<file path="src/rtl/frame_gen_pkg.sv">
// Shared types and constants for the frame pattern generator.
package frame_gen_pkg;

  typedef enum logic [1:0] {
    PAT_BARS    = 2'd0,
    PAT_RAMP    = 2'd1,
    PAT_CHECKER = 2'd2,
    PAT_SOLID   = 2'd3
  } pattern_e;

  typedef enum logic [1:0] {
    IDLE  = 2'd0,
    RUN   = 2'd1,
    DRAIN = 2'd2
  } state_e;

  // log2 of the checkerboard square size in pixels
  localparam int CHECKER_SHIFT = 3;

endpackage

</file>
<file path="src/rtl/frame_pattern_pixel.sv">
// One pixel of the selected test pattern at (col,row); purely combinational.
module frame_pattern_pixel
  import frame_gen_pkg::*;
#(
  parameter int NUMPIXELPLANES = 3,
  parameter int BITS_PER_PLANE = 8,
  parameter int DIMBITS        = 13
) (
  input  pattern_e                                  pattern,
  input  logic [DIMBITS-1:0]                        col,
  input  logic [DIMBITS-1:0]                        row,
  input  logic [DIMBITS-1:0]                        quarterWidth,
  input  logic [NUMPIXELPLANES*BITS_PER_PLANE-1:0]  solidColor,
  output logic [NUMPIXELPLANES*BITS_PER_PLANE-1:0]  pixel
);

  logic [DIMBITS:0] colX, q1, q2, q3;
  logic unusedRow;

  // only one row bit drives the checkerboard
  assign unusedRow = ^row;

  always_comb begin
    colX  = {1'b0, col};
    q1    = {1'b0, quarterWidth};
    q2    = q1 << 1;
    q3    = q2 + q1;
    pixel = '0;
    case (pattern)
      PAT_BARS: begin
        if (colX < q1)      pixel[0 +: BITS_PER_PLANE] = '1;
        else if (colX < q2) pixel[BITS_PER_PLANE +: BITS_PER_PLANE] = '1;
        else if (colX < q3) pixel[2*BITS_PER_PLANE +: BITS_PER_PLANE] = '1;
        else                pixel = '1;
      end
      PAT_RAMP: begin
        for (int k = 0; k < NUMPIXELPLANES; k++)
          pixel[k*BITS_PER_PLANE +: BITS_PER_PLANE] = col[BITS_PER_PLANE-1:0];
      end
      PAT_CHECKER: begin
        if (col[CHECKER_SHIFT] ^ row[CHECKER_SHIFT]) pixel = '1;
      end
      PAT_SOLID: pixel = solidColor;
      default:   pixel = '0;
    endcase
  end

endmodule

</file>
<file path="src/rtl/frame_pattern_generator.sv">
// Raster test-pattern source on a valid/ready/last stream; config latched per frame,
// first beat one cycle after start, frames back-to-back while enabled.
module frame_pattern_generator
  import frame_gen_pkg::*;
#(
  parameter int PIXELS_PER_BEAT = 1,
  parameter int NUMPIXELPLANES  = 3,
  parameter int BITS_PER_PLANE  = 8,
  parameter int DIMBITS         = 13
) (
  input  logic                                                  clk,
  input  logic                                                  reset,
  input  logic                                                  enable,
  input  logic [1:0]                                            patternSel,
  input  logic [DIMBITS-1:0]                                    frameWidth,
  input  logic [DIMBITS-1:0]                                    frameHeight,
  input  logic [NUMPIXELPLANES*BITS_PER_PLANE-1:0]              solidColor,
  output logic [PIXELS_PER_BEAT*NUMPIXELPLANES*BITS_PER_PLANE-1:0] dataOut,
  output logic                                                  dataOutValid,
  input  logic                                                  dataOutReady,
  output logic                                                  dataOutLast,
  output logic                                                  dataOutUser,
  output logic                                                  frameDone,
  output logic                                                  busy,
  output logic                                                  configError
);

  localparam int PIXW = NUMPIXELPLANES * BITS_PER_PLANE;
  localparam logic [DIMBITS-1:0] PPB_D = DIMBITS'(PIXELS_PER_BEAT);
  localparam logic [DIMBITS-1:0] ONE_D = DIMBITS'(1);

  state_e              state;
  logic [DIMBITS-1:0]  col, row;
  logic [DIMBITS-1:0]  cfgWidth, cfgHeight;
  pattern_e            cfgPattern;
  logic [PIXW-1:0]     cfgSolid;

  logic [DIMBITS-1:0]  effWidth;
  logic                cfgValid, xfer, lastBeat, lastRow, frameEnd;
  logic                restart, startNow, advance, genLast;
  logic [DIMBITS-1:0]  genCol, genRow, genWidth;
  pattern_e            genPattern;
  logic [PIXW-1:0]     genSolid;
  logic [PIXELS_PER_BEAT*PIXW-1:0] pixBeat;

  assign effWidth = frameWidth & ~(PPB_D - ONE_D);
  assign cfgValid = (effWidth != '0) && (frameHeight != '0);
  assign xfer     = dataOutValid && dataOutReady;
  assign lastBeat = (col + PPB_D) == cfgWidth;
  assign lastRow  = (row + ONE_D) == cfgHeight;
  assign frameEnd = xfer && lastBeat && lastRow;

  // A start attempt happens from IDLE, or at the end of a frame while still enabled
  assign restart  = ((state == IDLE) && enable) || ((state == RUN) && frameEnd && enable);
  assign startNow = restart && cfgValid;
  assign advance  = startNow || (xfer && !frameEnd);

  // Next beat to present: origin of a new frame with fresh config, else the successor position
  assign genWidth   = startNow ? effWidth : cfgWidth;
  assign genPattern = startNow ? pattern_e'(patternSel) : cfgPattern;
  assign genSolid   = startNow ? solidColor : cfgSolid;
  assign genCol     = (startNow || lastBeat) ? '0 : col + PPB_D;
  assign genRow     = startNow ? '0 : (lastBeat ? row + ONE_D : row);
  assign genLast    = (genCol + PPB_D) == genWidth;

  for (genvar p = 0; p < PIXELS_PER_BEAT; p++) begin : gPixel
    frame_pattern_pixel #(
      .NUMPIXELPLANES (NUMPIXELPLANES),
      .BITS_PER_PLANE (BITS_PER_PLANE),
      .DIMBITS        (DIMBITS)
    ) uPixel (
      .pattern      (genPattern),
      .col          (genCol + DIMBITS'(p)),
      .row          (genRow),
      .quarterWidth (genWidth >> 2),
      .solidColor   (genSolid),
      .pixel        (pixBeat[p*PIXW +: PIXW])
    );
  end

  always_ff @(posedge clk) begin
    if (reset) begin
      state        <= IDLE;
      col          <= '0;
      row          <= '0;
      cfgWidth     <= '0;
      cfgHeight    <= '0;
      cfgPattern   <= PAT_BARS;
      cfgSolid     <= '0;
      dataOut      <= '0;
      dataOutValid <= 1'b0;
      dataOutLast  <= 1'b0;
      dataOutUser  <= 1'b0;
      frameDone    <= 1'b0;
      busy         <= 1'b0;
      configError  <= 1'b0;
    end else begin
      frameDone <= frameEnd;
      if (restart) configError <= !cfgValid;

      if (startNow) begin
        cfgWidth   <= effWidth;
        cfgHeight  <= frameHeight;
        cfgPattern <= pattern_e'(patternSel);
        cfgSolid   <= solidColor;
      end

      if (advance) begin
        col          <= genCol;
        row          <= genRow;
        dataOut      <= pixBeat;
        dataOutLast  <= genLast;
        dataOutUser  <= startNow;
        dataOutValid <= 1'b1;
      end else if (xfer) begin
        dataOutValid <= 1'b0;
        dataOutLast  <= 1'b0;
        dataOutUser  <= 1'b0;
      end

      case (state)
        IDLE: begin
          if (startNow) begin
            state <= RUN;
            busy  <= 1'b1;
          end
        end
        RUN: begin
          if (frameEnd && !startNow) begin
            state <= IDLE;
            busy  <= 1'b0;
          end else if (!enable && !frameEnd) begin
            state <= DRAIN;
          end
        end
        DRAIN: begin
          if (frameEnd) begin
            state <= IDLE;
            busy  <= 1'b0;
          end
        end
        default: begin
          state <= IDLE;
          busy  <= 1'b0;
        end
      endcase
    end
  end

endmodule
</file>
<file path="config.mk">
export PLATFORM = sky130hd
export DESIGN_NAME = frame_pattern_generator
export DESIGN_NICKNAME = d
export VERILOG_FILES = /design/src/rtl/frame_gen_pkg.sv /design/src/rtl/frame_pattern_pixel.sv /design/src/rtl/frame_pattern_generator.sv
export SDC_FILE = /design/constraint.sdc
export NUM_CORES = 1
export LEC_CHECK = 0
export ABC_CLOCK_PERIOD_IN_PS = 8800
export BUFFER_PORTS_ARGS = -buffer_cell sky130_fd_sc_hd__buf_2
export CAP_MARGIN = 20
export CORE_MARGIN = 2
export CORE_UTILIZATION = 30
export DETAILED_ROUTE_END_ITERATION = 7
export GPL_ROUTABILITY_DRIVEN = 0
export HOLD_SLACK_MARGIN = 0.08
export SETUP_SLACK_MARGIN = 0.05
export SLEW_MARGIN = 10
export SYNTH_ARGS = -nofsm -noshare
export SYNTH_HDL_FRONTEND = slang
export SYNTH_SLANG_ARGS = --single-unit
</file>
<file path="constraint.sdc">
create_clock -name clk -period 8.8 [get_ports clk]
set_input_delay 0.88 -clock clk [delete_from_list [all_inputs] [get_ports clk]]
set_output_delay 0.88 -clock clk [all_outputs]
set_load 0.02 [all_outputs]
</file>
==> metrics.md <==
| Metric | Value |
|---|---|
| Lkg Pwr | 0.00366 uW |
| Sw Share | 0.329 |
| DR vias | 6979 |
| Core ar. | 0.0244 mm2 |
| Critical Path RT | 9020 ps |
| Tot Pwr | 1270 uW |
| MaxCap Viol Count | 0 |
| Initial Utilization | 0.306 |
| GR Overflow Total | 0 |
| CTS hold repair buffers | 0 |
| DP Cell Count | 1299 |
| Avg Cell Area, Syn | 8.00 um2 |
| Initial antenna violation count | 0 |
| Final core occ | 0.348 |
| Unrepaired setup endpoints after global routing | no |
| Mapped cell area | 0.00746 mm2 |
| Layout fillers | 2585 |
| Drt drc | 0 |
| Total Wirelength | 22600 um |
| Area contributors post-synth | dfxtp_1 30%, ha_1 7.9%, nor2_1 6.6% |
| GRT Total Usage | 0.171 |
| Setup crit start kind | flip-flop |
| Synth top area share | 0.295 |
| Reg area | about 0.0022 mm2 |
| Pwr/cell area | 149 mW/mm2 |
| Area grow syn2layout | 13.8% |
| Clock power share | 0.325 |
| Critical path endpoint category | flip-flop |
| # rows | 57 |
| Cell taking the most area after synthesis | dfxtp_1 |
| Crit path DAT | 7990 ps |
| Pint | 850 uW |
| Post-CTS sizing | 0 |
| DIE AREA | ~0.026 mm2 |
| Reg clk slew, reported paths | 80 ps |
| CTS tree | built |
| Clk_skew | 10.9 ps |
| Sequential fraction of the synthesis area | 0.295 |
| Number of synthesized flops with an enable pin | 0 |
| Setup bufs post-CTS | 0 |
| Least-Margin Pin Slew | around 800 ps |
| Initial DRC Count | 586 |
| CP Class | flip-flop to flip-flop |
| Fin worst setup slack | 1030 ps |
| Status | completed |
| Final #Nets | 1091 |
| Synth Net Count | 1037 |
| Commonest non-fill, non-tap cell in the layout | nor2_1 |
| Switching pwr | 418 uW |
| Latest clock arrival within the worst-skew pair | 370 ps |
| Post-DR vias/cell | 5.31 |
| Final setup vio count | 0 |
| Number of synthesized register bits | 110 |
| DR WL/cell | 17.2 um |
| Drt pass-1 iters | 5 |
| Min Tclk post-route | 7770 ps |
| Num CTS Buffers | 9 |
| Yosys cell types | 74 |
| Synth warn | 0 |
| Die width | roughly 160 um |
| TritonCTS Sinks | 110 |
| Antenna cells | 0 |
| Routed Antenna Nets | 0 |
| Comb pwr share | 0.242 |
| Vias in the first global route | 6500 |
| Clock Tree Buf Depth | 2 |
| Min-delay worst type | flip-flop to flip-flop |
| Fmax | 129 MHz |
| Crit path max fanout | 29 |
| Largest net degree at the start of global routing | between 60 and 70 |
| Cells after Synth | 933 |
| Fin cells | 1315 |
| Setup TNS | 0 ps |
| H-tree levels | 3 |
| CP max stage delay | 600 ps |
| Max Slew Vio Count | 0 |
| Commonest cells after routing, fill and taps aside | 131 x nor2_1, 110 x dfxtp_1, 84 x buf_2 |
| CP max stage cell | or4_1 |
| Final period utilization | 0.883 |
| Pre-CTS WS | about 1100 ps |
| First-pass GRT wire length | around 36000 um |
| Peak VDD IR | 0.106 mV |
| Multi-input logic area | ~0.0049 mm2 |
| Port Buf Inserts | 85 |
| Rel. slew slack | 0.462 |
| Post-synthesis async set-or-reset flop share | 0 |
| CTS Root Cell | clkbuf_16 |
| Die Y | 162 um |
| HPWL after DPL | 17000 um |
| IO Pins | 86 |
| Fraction of layout cells with a size suffix above 1 | 0.142 |
| Sequential power share | 0.433 |
| Hold Vio Cnt, Final | 0 |
| Ys flop type | dfxtp_1 |
## metrics by stage
step | hold slack, ps | cell area (um2)
6_report | 456 | 8490
5_1_grt | 488 | 8490
4_1_cts | 463 | 8480
3_5_place_dp | 452 | 8200
3_3_place_gp | 446 | 8190
2_1_floorplan | 448 | 7460
## routing by layer
layer,global-route usage,vias up,share of wire
met3,0.0426,36,0.075
met1,0.235,3250,0.46
met2,0.265,243,0.44
li1,-,3450,-
met4,0.0495,0,0.023
met5,0,-,0
## synthesized netlist by cell type (3+ instances only)
master     count
a31oi_1        5
buf_1          3
mux2i_1       46
a21o_1        10
o221a_2        7
o31ai_1        8
nor4_1        15
o21ai_0       44
clkbuf_1      36
buf_4          3
and4_1         4
inv_1         34
nand3b_1       4
or4_1          3
nor2b_1       10
o2111ai_1      5
nand4_1       19
nor2_1       131
a311oi_1       3
xnor2_1       36
and3_1        15
a21oi_1       52
and2_1        11
or3_1          7
o21a_1         7
dfxtp_1      110
nand2b_1      15
o21bai_1       4
nand2_1       66
a211oi_1      16
xor2_1        22
ha_1          47
o311ai_0       3
buf_2         13
a211o_1        4
nor3b_1        3
nand3_1       23
nor3_1        34
a211oi_2       6
## sequential cells by signal, indices dropped and copies added (netlist names), 2 cells and up
signal      cells
dataOut        24
state           2
col            13
cfgSolid       24
row            13
cfgPattern      2
cfgHeight      13
cfgWidth       13
## cells by family (layout without fill, tap and decap cells)
| kind of cell | count (synthesis) | count (layout) | share of synthesized area |
|---|---|---|---|
| simple gates | 373 | 373 | 0.245 |
| fa+ha+maj | 49 | 49 | 0.0829 |
| flops | 110 | 110 | 0.295 |
| compound gates | 202 | 202 | 0.186 |
| buf+inv | 90 | 148 | 0.0491 |
| xor+xnor | 61 | 61 | 0.0773 |
| mux | 48 | 48 | 0.0647 |
## power groups by stage
| stage | registers [uW] | logic (uW) | clock network [uW] |
|---|---|---|---|
| final | 549 | 307 | 412 |
| after CTS | 549 | 306 | 417 |
| after floorplan | 570 | 200 | 0 |
| after global routing | 553 | 341 | 437 |
| after global placement | 560 | 303 | 0 |
| after detailed placement | 560 | 304 | 0 |
## cell type report
cell class / instances / share of cell area
Timing Repair Buffer: 99 / 0.0632
Inverter: 34 / 0.0150
Clock inverter: 4 / 0.00457
Clock buffer: 11 / 0.0286
Tap cell: 324 / 0.0478
Sequential cell: 110 / 0.259
Multi-Input combinational cell: 733 / 0.581
## path summary, 6_finish.rpt
check / startpoint / endpoint / slack [ps] / cells after the start
worst min-delay path: dataOutUser / dataOutUser / 460 / 2
worst max-delay path: col[0] / dataOut[12] / 1030 / 29
worst min register to register: dataOutUser / dataOutUser / 460 / 2
worst max register to register: col[0] / dataOut[12] / 1030 / 29
## worst max-delay path: cells and delay by family, from the launching register on
family                   cells  cell delay, ps
XOR/XNOR                     2             400
adder cells (fa/ha/maj)      3             960
flip-flops                   1             480
AO/OA/AOI/OAI               12            2810
buffers and inverters        1             400
AND/OR/NAND/NOR             11            2570
No activity file was read; power rests on OpenSTA's default activity.
